### src/rtl/rf_sb_if.sv
// Register file / scoreboard bundle between decode, writeback and rf_sb.
// master = decode + writeback side, slave = register file.
interface rf_sb_if #(
  parameter int DATA_W = 32,
  parameter int ADDR_W = 5
);
  // read side
  logic [ADDR_W-1:0] ra;
  logic [ADDR_W-1:0] rb;
  logic              ra_used;
  logic              rb_used;
  logic [DATA_W-1:0] busA;
  logic [DATA_W-1:0] busB;
  logic              ra_busy;
  logic              rb_busy;
  logic              stall;
  // issue side
  logic              iss_en;
  logic [ADDR_W-1:0] iss_rd;
  logic              iss_busy;
  // writeback side
  logic              wr_en;
  logic [ADDR_W-1:0] wr_addr;
  logic [DATA_W-1:0] wr_data;
  logic              link_en;
  logic [DATA_W-1:0] cur_pc;
  logic [ADDR_W:0]   pend_cnt;

  modport master (
    output ra, rb, ra_used, rb_used, iss_en, iss_rd,
           wr_en, wr_addr, wr_data, link_en, cur_pc,
    input  busA, busB, ra_busy, rb_busy, stall, iss_busy, pend_cnt
  );

  modport slave (
    input  ra, rb, ra_used, rb_used, iss_en, iss_rd,
           wr_en, wr_addr, wr_data, link_en, cur_pc,
    output busA, busB, ra_busy, rb_busy, stall, iss_busy, pend_cnt
  );
endinterface

### src/rtl/rf_sb.sv
// rf_sb: 2R/1W register file with link (PC+inc) writes and a per-register
// pending-write scoreboard for RAW/WAW stall detection.
// Optional macro RF_BYPASS_EN: forward this cycle's writeback data to the
// read ports and hide the busy flag of the register being written.
module rf_sb #(
  parameter int DATA_W   = 32,
  parameter int ADDR_W   = 5,
  parameter int NUM_REGS = 32,
  parameter int LINK_REG = 31,
  parameter int PC_INC   = 4
) (
  input logic   clk,
  input logic   rst_n,
  rf_sb_if.slave sb
);

`ifdef RF_BYPASS_EN
  localparam bit BYPASS = 1'b1;
`else
  localparam bit BYPASS = 1'b0;
`endif

  localparam logic [ADDR_W-1:0] LINK_A = ADDR_W'(LINK_REG);

  logic [DATA_W-1:0]   regs_q [NUM_REGS];
  logic [NUM_REGS-1:0] busy_q, busy_d;
  logic [ADDR_W:0]     pend_q, pend_d;

  logic [ADDR_W-1:0]   wd;
  logic [DATA_W-1:0]   wdata;
  logic                wr_ok;
  logic                iss_ok;

  // Address names a real, writable register (r0 is hardwired zero).
  function automatic logic in_rng(input logic [ADDR_W-1:0] a);
    return (a != '0) && (32'(a) < 32'(NUM_REGS));
  endfunction

  // Effective writeback destination and data; link writes redirect to LINK_REG.
  always_comb begin
    wd     = sb.link_en ? LINK_A : sb.wr_addr;
    wdata  = sb.link_en ? sb.cur_pc + DATA_W'(PC_INC) : sb.wr_data;
    wr_ok  = sb.wr_en && in_rng(wd);
    iss_ok = sb.iss_en && in_rng(sb.iss_rd);
  end

  // Same-cycle write hit on a read address (only meaningful with bypass).
  function automatic logic byp_hit(input logic [ADDR_W-1:0] a);
    return BYPASS && wr_ok && (a == wd);
  endfunction

  function automatic logic [DATA_W-1:0] rd(input logic [ADDR_W-1:0] a);
    if (!in_rng(a))  return '0;
    if (byp_hit(a))  return wdata;
    return regs_q[a];
  endfunction

  function automatic logic bsy(input logic [ADDR_W-1:0] a);
    if (!in_rng(a))  return 1'b0;
    if (byp_hit(a))  return 1'b0;
    return busy_q[a];
  endfunction

  // Combinational read ports, busy flags and stall.
  always_comb begin
    sb.busA     = rd(sb.ra);
    sb.busB     = rd(sb.rb);
    sb.ra_busy  = bsy(sb.ra);
    sb.rb_busy  = bsy(sb.rb);
    sb.iss_busy = bsy(sb.iss_rd);
    sb.stall    = (sb.ra_used & sb.ra_busy) | (sb.rb_used & sb.rb_busy) |
                  (sb.iss_en & sb.iss_busy);
    sb.pend_cnt = pend_q;
  end

  // Scoreboard next state: clear on writeback, then set on issue so a
  // same-register issue keeps the mark for the new producer.
  always_comb begin
    busy_d = busy_q;
    if (wr_ok)  busy_d[wd] = 1'b0;
    if (iss_ok) busy_d[sb.iss_rd] = 1'b1;
    busy_d[0] = 1'b0;
    pend_d = '0;
    for (int i = 0; i < NUM_REGS; i++) pend_d = pend_d + (ADDR_W+1)'(busy_d[i]);
  end

  // Scoreboard state and pending count.
  always_ff @(posedge clk or negedge rst_n) begin
    if (!rst_n) begin
      busy_q <= '0;
      pend_q <= '0;
    end else begin
      busy_q <= busy_d;
      pend_q <= pend_d;
    end
  end

  // Register storage; r0 and out-of-range destinations are never written.
  always_ff @(posedge clk or negedge rst_n) begin
    if (!rst_n) begin
      for (int i = 0; i < NUM_REGS; i++) regs_q[i] <= '0;
    end else if (wr_ok) begin
      regs_q[wd] <= wdata;
    end
  end

endmodule

### src/flat_wrapper.sv
// flat-port wrapper written by rule: the top's interface ports become plain ports
module rf_sb_flat 
#(
  parameter int DATA_W   = 32,
  parameter int ADDR_W   = 5,
  parameter int NUM_REGS = 32,
  parameter int LINK_REG = 31,
  parameter int PC_INC   = 4
)
  (clk, rst_n, sb_ra, sb_rb, sb_ra_used, sb_rb_used, sb_iss_en, sb_iss_rd, sb_wr_en, sb_wr_addr, sb_wr_data, sb_link_en, sb_cur_pc, sb_busA, sb_busB, sb_ra_busy, sb_rb_busy, sb_stall, sb_iss_busy, sb_pend_cnt);
  rf_sb_if #(.DATA_W(DATA_W), .ADDR_W(ADDR_W)) sb_i ();
  input logic clk;
  input logic rst_n;
  input wire logic [$bits(sb_i.ra)-1:0] sb_ra;
  input wire logic [$bits(sb_i.rb)-1:0] sb_rb;
  input wire logic [$bits(sb_i.ra_used)-1:0] sb_ra_used;
  input wire logic [$bits(sb_i.rb_used)-1:0] sb_rb_used;
  input wire logic [$bits(sb_i.iss_en)-1:0] sb_iss_en;
  input wire logic [$bits(sb_i.iss_rd)-1:0] sb_iss_rd;
  input wire logic [$bits(sb_i.wr_en)-1:0] sb_wr_en;
  input wire logic [$bits(sb_i.wr_addr)-1:0] sb_wr_addr;
  input wire logic [$bits(sb_i.wr_data)-1:0] sb_wr_data;
  input wire logic [$bits(sb_i.link_en)-1:0] sb_link_en;
  input wire logic [$bits(sb_i.cur_pc)-1:0] sb_cur_pc;
  output wire logic [$bits(sb_i.busA)-1:0] sb_busA;
  output wire logic [$bits(sb_i.busB)-1:0] sb_busB;
  output wire logic [$bits(sb_i.ra_busy)-1:0] sb_ra_busy;
  output wire logic [$bits(sb_i.rb_busy)-1:0] sb_rb_busy;
  output wire logic [$bits(sb_i.stall)-1:0] sb_stall;
  output wire logic [$bits(sb_i.iss_busy)-1:0] sb_iss_busy;
  output wire logic [$bits(sb_i.pend_cnt)-1:0] sb_pend_cnt;
  assign sb_i.ra = sb_ra;
  assign sb_i.rb = sb_rb;
  assign sb_i.ra_used = sb_ra_used;
  assign sb_i.rb_used = sb_rb_used;
  assign sb_i.iss_en = sb_iss_en;
  assign sb_i.iss_rd = sb_iss_rd;
  assign sb_i.wr_en = sb_wr_en;
  assign sb_i.wr_addr = sb_wr_addr;
  assign sb_i.wr_data = sb_wr_data;
  assign sb_i.link_en = sb_link_en;
  assign sb_i.cur_pc = sb_cur_pc;
  assign sb_busA = sb_i.busA;
  assign sb_busB = sb_i.busB;
  assign sb_ra_busy = sb_i.ra_busy;
  assign sb_rb_busy = sb_i.rb_busy;
  assign sb_stall = sb_i.stall;
  assign sb_iss_busy = sb_i.iss_busy;
  assign sb_pend_cnt = sb_i.pend_cnt;
  rf_sb #(.DATA_W(DATA_W), .ADDR_W(ADDR_W), .NUM_REGS(NUM_REGS), .LINK_REG(LINK_REG), .PC_INC(PC_INC)) u_core (.clk(clk), .rst_n(rst_n), .sb(sb_i));
endmodule
### config.mk
export PLATFORM = sky130hd
export DESIGN_NAME = rf_sb_flat
export DESIGN_NICKNAME = d
export VERILOG_FILES = /design/src/rtl/rf_sb_if.sv /design/src/rtl/rf_sb.sv /design/src/flat_wrapper.sv
export SDC_FILE = /design/constraint.sdc
export NUM_CORES = 2
export LEC_CHECK = 0
export BUFFER_PORTS_ARGS = -buffer_cell sky130_fd_sc_hd__clkbuf_2
export CELL_PAD_IN_SITES_DETAIL_PLACEMENT = 1
export CELL_PAD_IN_SITES_GLOBAL_PLACEMENT = 1
export CORE_UTILIZATION = 52
export CTS_CLUSTER_DIAMETER = 60
export DETAILED_ROUTE_END_ITERATION = 6
export PLACE_DENSITY_LB_ADDON = 0.12
export SLEW_MARGIN = 20
export SYNTH_ARGS = -nofsm -noshare
export SYNTH_HDL_FRONTEND = slang
export SYNTH_SLANG_ARGS = --single-unit
### constraint.sdc
create_clock -name clk -period 6.08 [get_ports clk]
set_input_delay 1.216 -clock clk [delete_from_list [all_inputs] [get_ports clk]]
set_output_delay 1.216 -clock clk [all_outputs]
set_load 0.01 [all_outputs]
==> out/qor.yml <==
status:
  status: "completed"
clocking:
  cts_root_buffer: "clkbuf_16"
  htree_num_levels: 3
  clock_latency_ns: 0.73
  postCtsSetupRepairBufs: 0
  cts_tree: "yes"
  numCtsBuffers: 119
  clk_pin_slew_worst_paths_ns: 0.06
  cts.sinks: 1061
  clk_path_buf_depth: 3
power:
  p_leak_uw: 0.0283
  powerDensity_nw_per_um2: 362
  finalPower_uw: 23000
  ir_drop_v: 0.00113
placement:
  hpwl_um: 117000
  postPlaceCellArea_um2: 59500
  portBuffers: 164
  gp_congestion: 0.909
timing:
  holdWs_ns: 0.396
  clock_skew_ns: 0.0119
  timing.final.crit_share: 0.992
  slew_headroom: 0.203
  fin_crit_ns: 6.03
  drv_slew: 0
  setup_tns_ns: 0
  hold_viol: 0
  max_clock_freq_ghz: 0.166
  rsz0062_at_grt: "yes"
  finalSetupViolations: 0
  worst_slew_pin_slew_ns: 1.20
setup_path:
  arrival_ns: 6.69
  critPathSlowestCell: "fa_2"
  worstPathCellList: "buf_6 > or3b_4 > nor3_4 > nand3_4 > a22o_1 > ha_1 > inv_2 > fa_1 > fa_1 > fa_2 > fa_1 > fa_1 > fa_1 > inv_2 > ha_4 > fa_2 > a21o_1 > a21oi_2 > xnor2_1"
  cp-start-kind: "input pin"
  critical_path.endpoint_type: "register"
  crit_buf_inv: 3
  crit_top_cell: "fa_1"
  path_class: "in2reg"
  required_ns: 6.73
  critPathMaxFanout: 3
  path_delay_family: "adder cells"
  critical-path-max-stage-delay_ns: 0.55
detailed_routing:
  routed_wirelength_um: 202000
  wl_per_cell_um: 33.2
  drt_pass1_iterations: 7
  ant_nets: 0
  drtIter0Drc: 3996
  viasPerCell: 6.86
  drc: 0
  vias: 41700
die:
  boundaryPins: 165
  start_util: 0.526
  fp.dieW_um: 331
  die_h_um: 331
  core_area_um2: 107000
  die_area_um2: 110000
  num_rows: 120
final_layout:
  layout_common_cells: "dfrtp_1, nand2_1, o21ai_0, mux4_2, mux2_2"
  mostFrequentLayoutCell: "dfrtp_1"
  synthToLayoutAreaGrowth_pct: 12.9
  fillers: 10500
  drive_gt1_frac: 0.329
  nNetsFinal: 4687
  stdcell_area_um2: 63600
grt:
  grt_max_degree: 141
  grt_pass1_vias: 44300
  grt_remaining_overflow: 0
  grt_pass1_wl_um: 301000
  antenna_found_initial: 7
  grt_usage: 0.378
synth:
  async_flop_share: 1.00
  synth.avg_cell_area_um2: 12.4
  ys_seq_area_frac: 0.471
  ys_ff_latch: 1061
  synthesis.area_um2: 56400
  synth_edf_count: 0
  yosysWarnings: 0
  syn-instance-count: 4543
  synth_nets: 4667
  synth_area_leader_cell: "dfrtp_1"
  yosysUniqueCellTypes: 56
  synth_area_leaders: "dfrtp_1, mux4_2, o21ai_0"
  synth_top_area_share: 0.471
  synth_flop_cell: "dfrtp_1"
job:
  drv_cap: 0
hold_path:
  hold_class: "reg2reg"
==> final cells by class <==
type                    instances  area, µm²  share of cell area
diodes                          2       5.00           0.0000786
clock buffers                 175       3560              0.0559
clock inverters                47        593             0.00932
inverters                      60        225             0.00354
multi-input cells            2930      27900               0.439
flip-flops and latches       1061      26600               0.417
well taps                    1403       1760              0.0276
repair buffers                391       3040              0.0478
==> per-stage QoR <==
stage | cells | utilization | setup WS (ns)
after floorplan | 4543 | - | -0.536
after global placement | 5845 | 0.555 | -0.684
after detailed placement | 5845 | 0.555 | -0.728
after CTS | 6067 | 0.593 | 0.0510
after global routing | 6067 | 0.594 | -0.107
final | 6069 | 0.594 | 0.0460
==> sequential cells by signal (all words and copies together), names as in the netlist <==
register / cells
u_core.sb.pend_cnt: 6
u_core.busy_q: 31
u_core.regs_q: 1024
==> final timing paths <==
kind | depth (start not counted) | from | slack (ns) | end
max | 19 | sb_wr_addr[2] | 0.05 | u_core.sb.pend_cnt[4]
max in group asynchronous | 2 | rst_n | 4.17 | u_core.regs_q[415]
max reg2reg | 15 | u_core.busy_q[1] | 0.99 | u_core.sb.pend_cnt[4]
min | 0 | u_core.regs_q[992] | 0.40 | u_core.regs_q[992]
min reg2reg | 0 | u_core.regs_q[992] | 0.40 | u_core.regs_q[992]
min in group asynchronous | 1 | rst_n | 0.48 | u_core.regs_q[613]
==> timing repair <==
item | in CTS | in global routing
setup endpoints to repair | 0 | 2
resized for setup | 0 | 10
hold buffers | 0 | 0
==> power by group <==
| part | leakage [µW] | switching, µW | internal [µW] | total, µW |
|---|---|---|---|---|
| combinational | 0.0122 | 3130 | 3330 | 6460 |
| clock | 0.00204 | 3130 | 4510 | 7640 |
| sequential | 0.0140 | 815 | 8100 | 8920 |
==> cell usage after synthesis, drive strengths merged (6+ instances only) <==
library cell	instances
mux2	214
xnor2	23
ha	10
and3	11
and2	7
clkbuf	378
fa	23
nand2b	12
inv	59
nand4	8
nor2	67
a21oi	42
a221oi	6
a32o	8
nand3	13
nand2	880
nor2b	7
mux4	651
a22o	35
buf	114
dfrtp	1061
nor3	12
o21ai	765
mux2i	69
nor4	9
==> metal layers <==
metal	vias to the layer above	wire, µm	GRT usage	share of wire
li1	16700	-	-	-
met1	22500	80900	0.526	0.40
met2	1867	95700	0.591	0.47
met3	506	16300	0.0755	0.081
met4	12	8630	0.152	0.043
met5	-	78	0	0.00039
==> logic make-up after synthesis <==
group           synth area share
flops                      0.471
simple gates              0.0751
mux                        0.315
compound gates            0.0840
buf+inv                   0.0398
fa+ha+maj                 0.0104
xor+xnor                 0.00435
Power figures use the tool's default switching activity.
